$ cat config.mk
export PLATFORM = sky130hd
export DESIGN_NAME = cpu_ctrl_seq
export DESIGN_NICKNAME = d
export VERILOG_FILES = /design/src/rtl/cpu_ctrl_seq.sv
export SDC_FILE = /design/constraint.sdc
export NUM_CORES = 1
export LEC_CHECK = 0
export BUFFER_PORTS_ARGS = -buffer_cell sky130_fd_sc_hd__buf_2
export CORE_MARGIN = 5
export CORE_UTILIZATION = 44
export DETAILED_ROUTE_END_ITERATION = 8
export HOLD_SLACK_MARGIN = 0.03
export PLACE_DENSITY = 0.82
export SETUP_SLACK_MARGIN = 0.15
export SYNTH_ARGS = -nofsm -noshare
export SYNTH_HDL_FRONTEND = slang
export SYNTH_SLANG_ARGS = --single-unit
$ cat constraint.sdc
create_clock -name clk_i -period 4.6 [get_ports clk_i]
set_input_delay 0.92 -clock clk_i [delete_from_list [all_inputs] [get_ports clk_i]]
set_output_delay 0.92 -clock clk_i [all_outputs]
set_load 0.01 [all_outputs]
$ cat src/rtl/cpu_ctrl_seq.sv
// Multicycle fetch/decode/execute/mem/write-back/interrupt control sequencer.
// Define CPU_CTRL_TIMEOUT_EN to build the bus-timeout counter, the BERR state and a live bus_err_o.
module cpu_ctrl_seq #(
  parameter int IR_W       = 18,
  parameter int INT_CYCLES = 1,
  parameter int TO_W       = 8,
  parameter int TO_LIMIT   = 255
) (
  input  logic            clk_i,
  input  logic            rst_i,
  input  logic [IR_W-1:0] ir_i,
  input  logic            inst_ack_i,
  input  logic            data_ack_i,
  input  logic            port_ack_i,
  input  logic            int_req_i,
  input  logic            int_en_i,
  output logic            inst_cyc_o,
  output logic            data_cyc_o,
  output logic            data_we_o,
  output logic            port_cyc_o,
  output logic            port_we_o,
  output logic            reg_we_o,
  output logic            int_ack_o,
  output logic            bus_err_o,
  output logic [2:0]      state_o,
  output logic [2:0]      next_state_o
);

  localparam int M = IR_W - 1;
  localparam logic [3:0] INT_LAST = 4'(INT_CYCLES - 1);

  typedef enum logic [2:0] {
    FETCH  = 3'b000,
    DECODE = 3'b001,
    EXEC   = 3'b010,
    MEM    = 3'b011,
    WB     = 3'b100,
    INT    = 3'b101,
    BERR   = 3'b110
  } state_t;

  state_t     state_r;
  state_t     next_s;
  state_t     irq_target_s;
  state_t     mem_done_s;
  logic [3:0] int_cnt_r;
  logic       irq_s;
  logic       is_mem_s;
  logic       is_ctl_s;
  logic       is_halt_s;
  logic [1:0] mem_fn_s;
  logic       mem_ack_s;
  logic       bus_phase_s;
  logic       to_fire_s;
  logic       ir_unused_s;

  // Opcode fields are anchored at the instruction MSB so IR_W can grow without re-decoding.
  assign is_mem_s  = (ir_i[M:M-1] == 2'b10);
  assign is_halt_s = (ir_i[M:M-6] == 7'b1111110) && (ir_i[M-7:M-8] == 2'b10);
  assign is_ctl_s  = (ir_i[M:M-4] == 5'b11110) || (ir_i[M:M-5] == 6'b111110) ||
                     (ir_i[M:M-6] == 7'b1111110);
  assign mem_fn_s  = ir_i[M-2:M-3];
  assign mem_ack_s = mem_fn_s[1] ? port_ack_i : data_ack_i;
  assign irq_s     = int_en_i & int_req_i;
  assign ir_unused_s = ^ir_i[M-10:0];

  assign irq_target_s = irq_s ? INT : FETCH;
  assign mem_done_s   = mem_fn_s[0] ? irq_target_s : WB;
  assign bus_phase_s  = (next_s == EXEC) || (next_s == MEM);

`ifdef CPU_CTRL_TIMEOUT_EN
  localparam logic [TO_W-1:0] TO_LAST = TO_W'(TO_LIMIT - 1);
  logic [TO_W-1:0] to_cnt_r;
  // Fires on the last permitted wait cycle; callers give the ack priority.
  assign to_fire_s = (to_cnt_r == TO_LAST);
`else
  localparam int to_cfg_unused = TO_W + TO_LIMIT;
  assign to_fire_s = 1'b0;
`endif

  // Next-state decision; reset forces FETCH regardless of bus activity.
  always_comb begin
    next_s = FETCH;
    if (rst_i) begin
      next_s = FETCH;
    end else begin
      case (state_r)
        FETCH: begin
          if (inst_ack_i)     next_s = DECODE;
          else if (to_fire_s) next_s = BERR;
          else                next_s = FETCH;
        end
        DECODE: begin
          if (is_halt_s)     next_s = irq_s ? INT : DECODE;
          else if (is_ctl_s) next_s = irq_target_s;
          else               next_s = EXEC;
        end
        EXEC: begin
          if (!is_mem_s)     next_s = WB;
          else if (mem_ack_s) next_s = mem_done_s;
          else               next_s = MEM;
        end
        MEM: begin
          if (mem_ack_s)      next_s = mem_done_s;
          else if (to_fire_s) next_s = BERR;
          else                next_s = MEM;
        end
        WB: begin
          next_s = irq_target_s;
        end
        INT: begin
          if (int_cnt_r == INT_LAST) next_s = FETCH;
          else                       next_s = INT;
        end
`ifdef CPU_CTRL_TIMEOUT_EN
        BERR: begin
          next_s = irq_target_s;
        end
`endif
        default: begin
          next_s = FETCH;
        end
      endcase
    end
  end

  // State register, dwell counters and Moore strobes registered against the next state.
  always_ff @(posedge clk_i) begin
    if (rst_i) begin
      state_r    <= FETCH;
      int_cnt_r  <= 4'd0;
      inst_cyc_o <= 1'b1;
      data_cyc_o <= 1'b0;
      data_we_o  <= 1'b0;
      port_cyc_o <= 1'b0;
      port_we_o  <= 1'b0;
      reg_we_o   <= 1'b0;
      int_ack_o  <= 1'b0;
      bus_err_o  <= 1'b0;
`ifdef CPU_CTRL_TIMEOUT_EN
      to_cnt_r   <= {TO_W{1'b0}};
`endif
    end else begin
      state_r    <= next_s;
      int_cnt_r  <= ((state_r == INT) && (next_s == INT)) ? int_cnt_r + 4'd1 : 4'd0;
      inst_cyc_o <= (next_s == FETCH);
      data_cyc_o <= bus_phase_s && is_mem_s && !mem_fn_s[1];
      data_we_o  <= bus_phase_s && is_mem_s && !mem_fn_s[1] && mem_fn_s[0];
      port_cyc_o <= bus_phase_s && is_mem_s && mem_fn_s[1];
      port_we_o  <= bus_phase_s && is_mem_s && mem_fn_s[1] && mem_fn_s[0];
      reg_we_o   <= (next_s == WB);
      int_ack_o  <= (next_s == INT);
`ifdef CPU_CTRL_TIMEOUT_EN
      bus_err_o  <= bus_err_o | (next_s == BERR);
      if (next_s != state_r) begin
        to_cnt_r <= {TO_W{1'b0}};
      end else if (((state_r == FETCH) && !inst_ack_i) || ((state_r == MEM) && !mem_ack_s)) begin
        to_cnt_r <= to_cnt_r + {{(TO_W-1){1'b0}}, 1'b1};
      end else begin
        to_cnt_r <= to_cnt_r;
      end
`else
      bus_err_o  <= 1'b0;
`endif
    end
  end

  assign state_o      = state_r;
  assign next_state_o = next_s;

endmodule
== After elaboration in Yosys (flattened, before gate mapping) ==
Cells that the tools add are included.

* Bits in registers: 14
* Input bits: 25
* Output and inout port bits: 14
* Logic and storage cells: 53

* Add/subtract/negate cells: 1
* Equality and inequality tests: 14
* Mux-type cells: 12
* Bitwise gates (word level): 2
* Reduce and logical (&&, ||, !) cells: 15

{| class="wikitable"
|+ Operators by type and width
! operator !! count
|-
| 3-bit 2-to-1 mux || 9
|-
| 3-bit one-hot mux with 6 select lines || 1
|-
| 3-bit by 2-bit == test with 1-bit output (second input constant) || 4
|-
| 3-bit == test (second input constant) || 4
|-
| 7-bit == test (second input constant) || 1
|-
| 1-bit logical AND || 7
|-
| 6-bit == test (second input constant) || 1
|-
| 3-bit logical NOT || 2
|-
| 5-bit == test (second input constant) || 1
|-
| 4-bit by 1-bit adder with 4-bit output (second input constant) || 1
|-
| 2-bit == test (second input constant) || 2
|-
| 4-bit logical NOT || 1
|-
| 3-bit by 1-bit == test with 1-bit output (second input constant) || 1
|-
| 1-bit logical OR || 3
|-
| 1-bit 2-to-1 mux || 2
|-
| 2-bit OR reduction || 1
|-
| 1-bit AND || 1
|-
| 1-bit logical NOT || 1
|-
| 1-bit inverter || 1
|}

== Depth between registers and ports, before layout ==
* Word-level depth: 12
* Mapped depth: 6
* Gate-level depth less buffers: 6

== Worst setup path after synthesis ==
OpenSTA, ideal clock, no wires.

* Path type: input to output
* Start point: in ir_i[15]
* End point: out next_state_o[0]
* Arrival time: 1.926 ns
* Data required time: 3.680 ns
* Setup slack: 1.754 ns
* Stages: 4
* Buffers on the path: 0
* Cell sequence: mux2_2 a221oi_1 a311oi_1 a21oi_1

* Longest elaborated chain between the ends: 7
* Elaborated cells on any way between the ends: 13

{| class="wikitable"
|+ Ends and longest elaborated chain
! item !! RTL line !! RTL
|-
| start: declaration || 11 || <nowiki>input logic [IR_W-1:0] ir_i,</nowiki>
|-
| 6-bit == test / 5-bit == test (equally long branches) || 60 || <nowiki>assign is_ctl_s = (ir_i[M:M-4] == 5'b11110) || (ir_i[M:M-5] == 6'b111110) ||</nowiki>
|-
| 1-bit logical OR (2 in series) || 60 ||
|-
| 3-bit 2-to-1 mux || 95 || <nowiki>else if (is_ctl_s) next_s = irq_target_s;</nowiki>
|-
| 3-bit 2-to-1 mux || 94 || <nowiki>if (is_halt_s) next_s = irq_s ? INT : DECODE;</nowiki>
|-
| 3-bit one-hot mux with 6 select lines (*) || 87 || <nowiki>case (state_r)</nowiki>
|-
| 3-bit 2-to-1 mux (*) || 84 || <nowiki>if (rst_i) begin</nowiki>
|-
| end: declaration || 26 || <nowiki>output logic [2:0] next_state_o</nowiki>
|}

Every way passes the cells marked *; elsewhere a longest branch is shown, timed or not.

== Worst setup path after layout ==
Ends and elaborated chain as after synthesis.

==> run_results.csv <==
group,metric,value,unit
run_status,status,"completed",
power_and_ir_drop,ir_worst_vdd,0.180,mV
synthesis,synth_edf_count,0,
grt,grt_max_degree,9,
setup_path,crit_start,"ir_i[15]",
clocking,cts_max_level,1,
clocking,insertion_delay,0.27,ns
clocking,tritoncts,"done",
setup_path,critPathMaxStageDelay,0.37,ns
synthesis,synth_area_per_cell,9.36,sq um
routing,viasPerCell,5.37,
routing,drt-total-wl,1440,microns
clocking,cts_buffer_depth,2,
sta,rsz0062_at_grt,"no",
floorplan,num_rows,13,
setup_path,cp_max_fo,6,
setup_path,crit_chain,"buf_2 -> mux2_2 -> a221oi_1 -> a311oi_1 -> a21oi_1 -> buf_2",
grt,grt_overflow,0,
grt,grt.total_usage,13.6,%
synthesis,synthCells,69,
final_layout,antenna_cells,0,
grt,grt_pass1_wl,2640,microns
routing,ant_nets,0,
place,numPortBuffers,28,
clocking,numCtsBuffers,3,
synthesis,synth_nets,96,
floorplan,die_w,48.3,microns
setup_path,cp_slowest_cell,"mux2_2",
power_and_ir_drop,leakage,0.379,nW
final_layout,num-nets-final,128,
routing,vias,617,
clocking,clock-sinks,14,
synthesis,syn-cell-area,646,sq um
synthesis,ys_ff_latch,14,
routing,avgRoutedWirePerCell,12.5,microns
grt,grt_pass1_vias,591,
floorplan,start_util,47.8,%
sta,fin_crit,3.15,ns
setup_path,startpoint_type,"input pin",
synthesis,ys_types,35,
sta,max_freq,0.317,GHz
synthesis,yosysWarnings,0,
floorplan,die_area,2330,sq um
floorplan,boundaryPins,39,
run,cap_violations,0,
final_layout,area_growth,29.1,%
power_and_ir_drop,power_density,300,nW/um^2
final_layout,layout_common_cells,"buf_2 (28), dfxtp_1 (14), nor2_1 (7)",
setup_path,crit_type,"input pin to output port",
final_layout,drive_gt1_share,39.0,%
grt,antenna_found_initial,0,
power_and_ir_drop,total_power,0.000250,W
place,detailed_place_hpwl,1210,microns
clocking,postCtsResizedCells,0,
sta,fin_crit_sh,68.5,%
final_layout,layout_commonest_cell,"buf_2",
setup_path,worstPathArrival,2.23,ns
synthesis,synth_flop_cell,"dfxtp_1",
routing,drc,0,
clocking,ctsRootBufferMaster,"clkbuf_4",
place,routabilityCongestion,0.735,
routing,drt-pass1-iter-count,4,
synthesis,seq_area_frac_synth,43.4,%
sta,worst_clock_skew,0.00293,ns
clocking,post_cts_buffers,0,
setup_path,reg2reg_slack,2.87,ns
worst_hold_path,hp-class,"flop to flop",
setup_path,end_kind,"output port",
worst_hold_path,min-delay-start,"int_cnt_r[0]",
setup_path,path_common_cell,"buf_2",
routing,first_iter_violations,3,
sta,setup_violations,0,
sta,finalMaxSlewViolations,0,
setup_path,worstPathRequired,3.68,ns
floorplan,chipHeight,48.3,microns
setup_path,r2r_start,"state_o[0]",
clocking,cts-hold-fix-buffers,0,
sta,hold_violations,0,
synthesis,async_flop_share,0,%
sta,tns,0,ns
floorplan,core,1350,sq um
clocking,clk_pin_slew,0.08,ns
[registers in the layout, summed over array words and instances, names as in the netlist]
name        flops
int_cnt_r       4
inst_cyc_o      1
port_we_o       1
reg_we_o        1
state_o         3
int_ack_o       1
data_we_o       1
port_cyc_o      1
data_cyc_o      1
[Yosys cell counts (2+ instances only)]
cell	number	area, sq um
nand2b_1	2	12.5
a21oi_1	5	25.0
and2_1	2	12.5
inv_1	4	15.0
nor2_1	7	26.3
nor2_2	2	12.5
nand3_1	2	10.0
nor2b_1	2	12.5
nor4_1	2	12.5
dfxtp_1	14	280
a311oi_1	2	17.5
ha_1	2	25.0
[through the flow]
stage	utilization [%]	std cells	worst slack (ns)	hold WS (ns)	cell area (sq um)
floorplan	-	69	1.75	0.430	646
global placement	59.0	111	1.45	0.447	797
detailed placement	59.0	111	1.44	0.460	797
CTS	61.7	115	1.43	0.480	833
global route	61.7	115	1.32	0.516	833
finish	61.7	115	1.45	0.482	833
[kinds of logic after synthesis]
logic type,after synthesis,synth area share [%]
AO/OA/AOI/OAI,15,16.7
buffers and inverters,5,3.49
other,1,0.581
multiplexers,1,1.74
XOR/XNOR,2,2.71
AND/OR/NAND/NOR,29,27.5
adder cells (fa/ha/maj),2,3.88
flip-flops,14,43.4
[where the power goes]
part | internal (W) | switching [W] | total [W]
Clock | 0.0000481 | 0.0000368 | 0.0000849
Sequential | 0.000125 | 0.00000273 | 0.000128
Combinational | 0.0000166 | 0.0000205 | 0.0000371
Total | 0.000190 | 0.0000601 | 0.000250
[critical path, delay by kind of cell]
family / cells / cell delay [ns]
multiplexers: 1 / 0.37
buffers and inverters: 2 / 0.30
AO/OA/AOI/OAI: 3 / 0.65
[metal layers]
metal | vias to the layer above | part of all wire [%] | GRT usage [%]
met5 | - | 0 | 0
met4 | 0 | 1.6 | 6.91
met3 | 2 | 7.9 | 5.20
met2 | 25 | 44 | 20.0
met1 | 277 | 47 | 16.9
li1 | 313 | - | -
[layout make-up]
cell class	instances	area [sq um]
Fill cell	118	517
Sequential cell	14	280
Inverter	4	15.0
Timing Repair Buffer	28	140
Tap cell	15	18.8
Multi-Input combinational cell	50	343
Clock buffer	4	36.3
[final timing paths]
check | to | cells past startpoint
worst max-delay path | next_state_o[0] | 6
worst min-delay path | int_cnt_r[0] | 1
worst max register to register | reg_we_o | 5
worst min register to register | int_cnt_r[0] | 1
(Power assumes the default switching activity.)
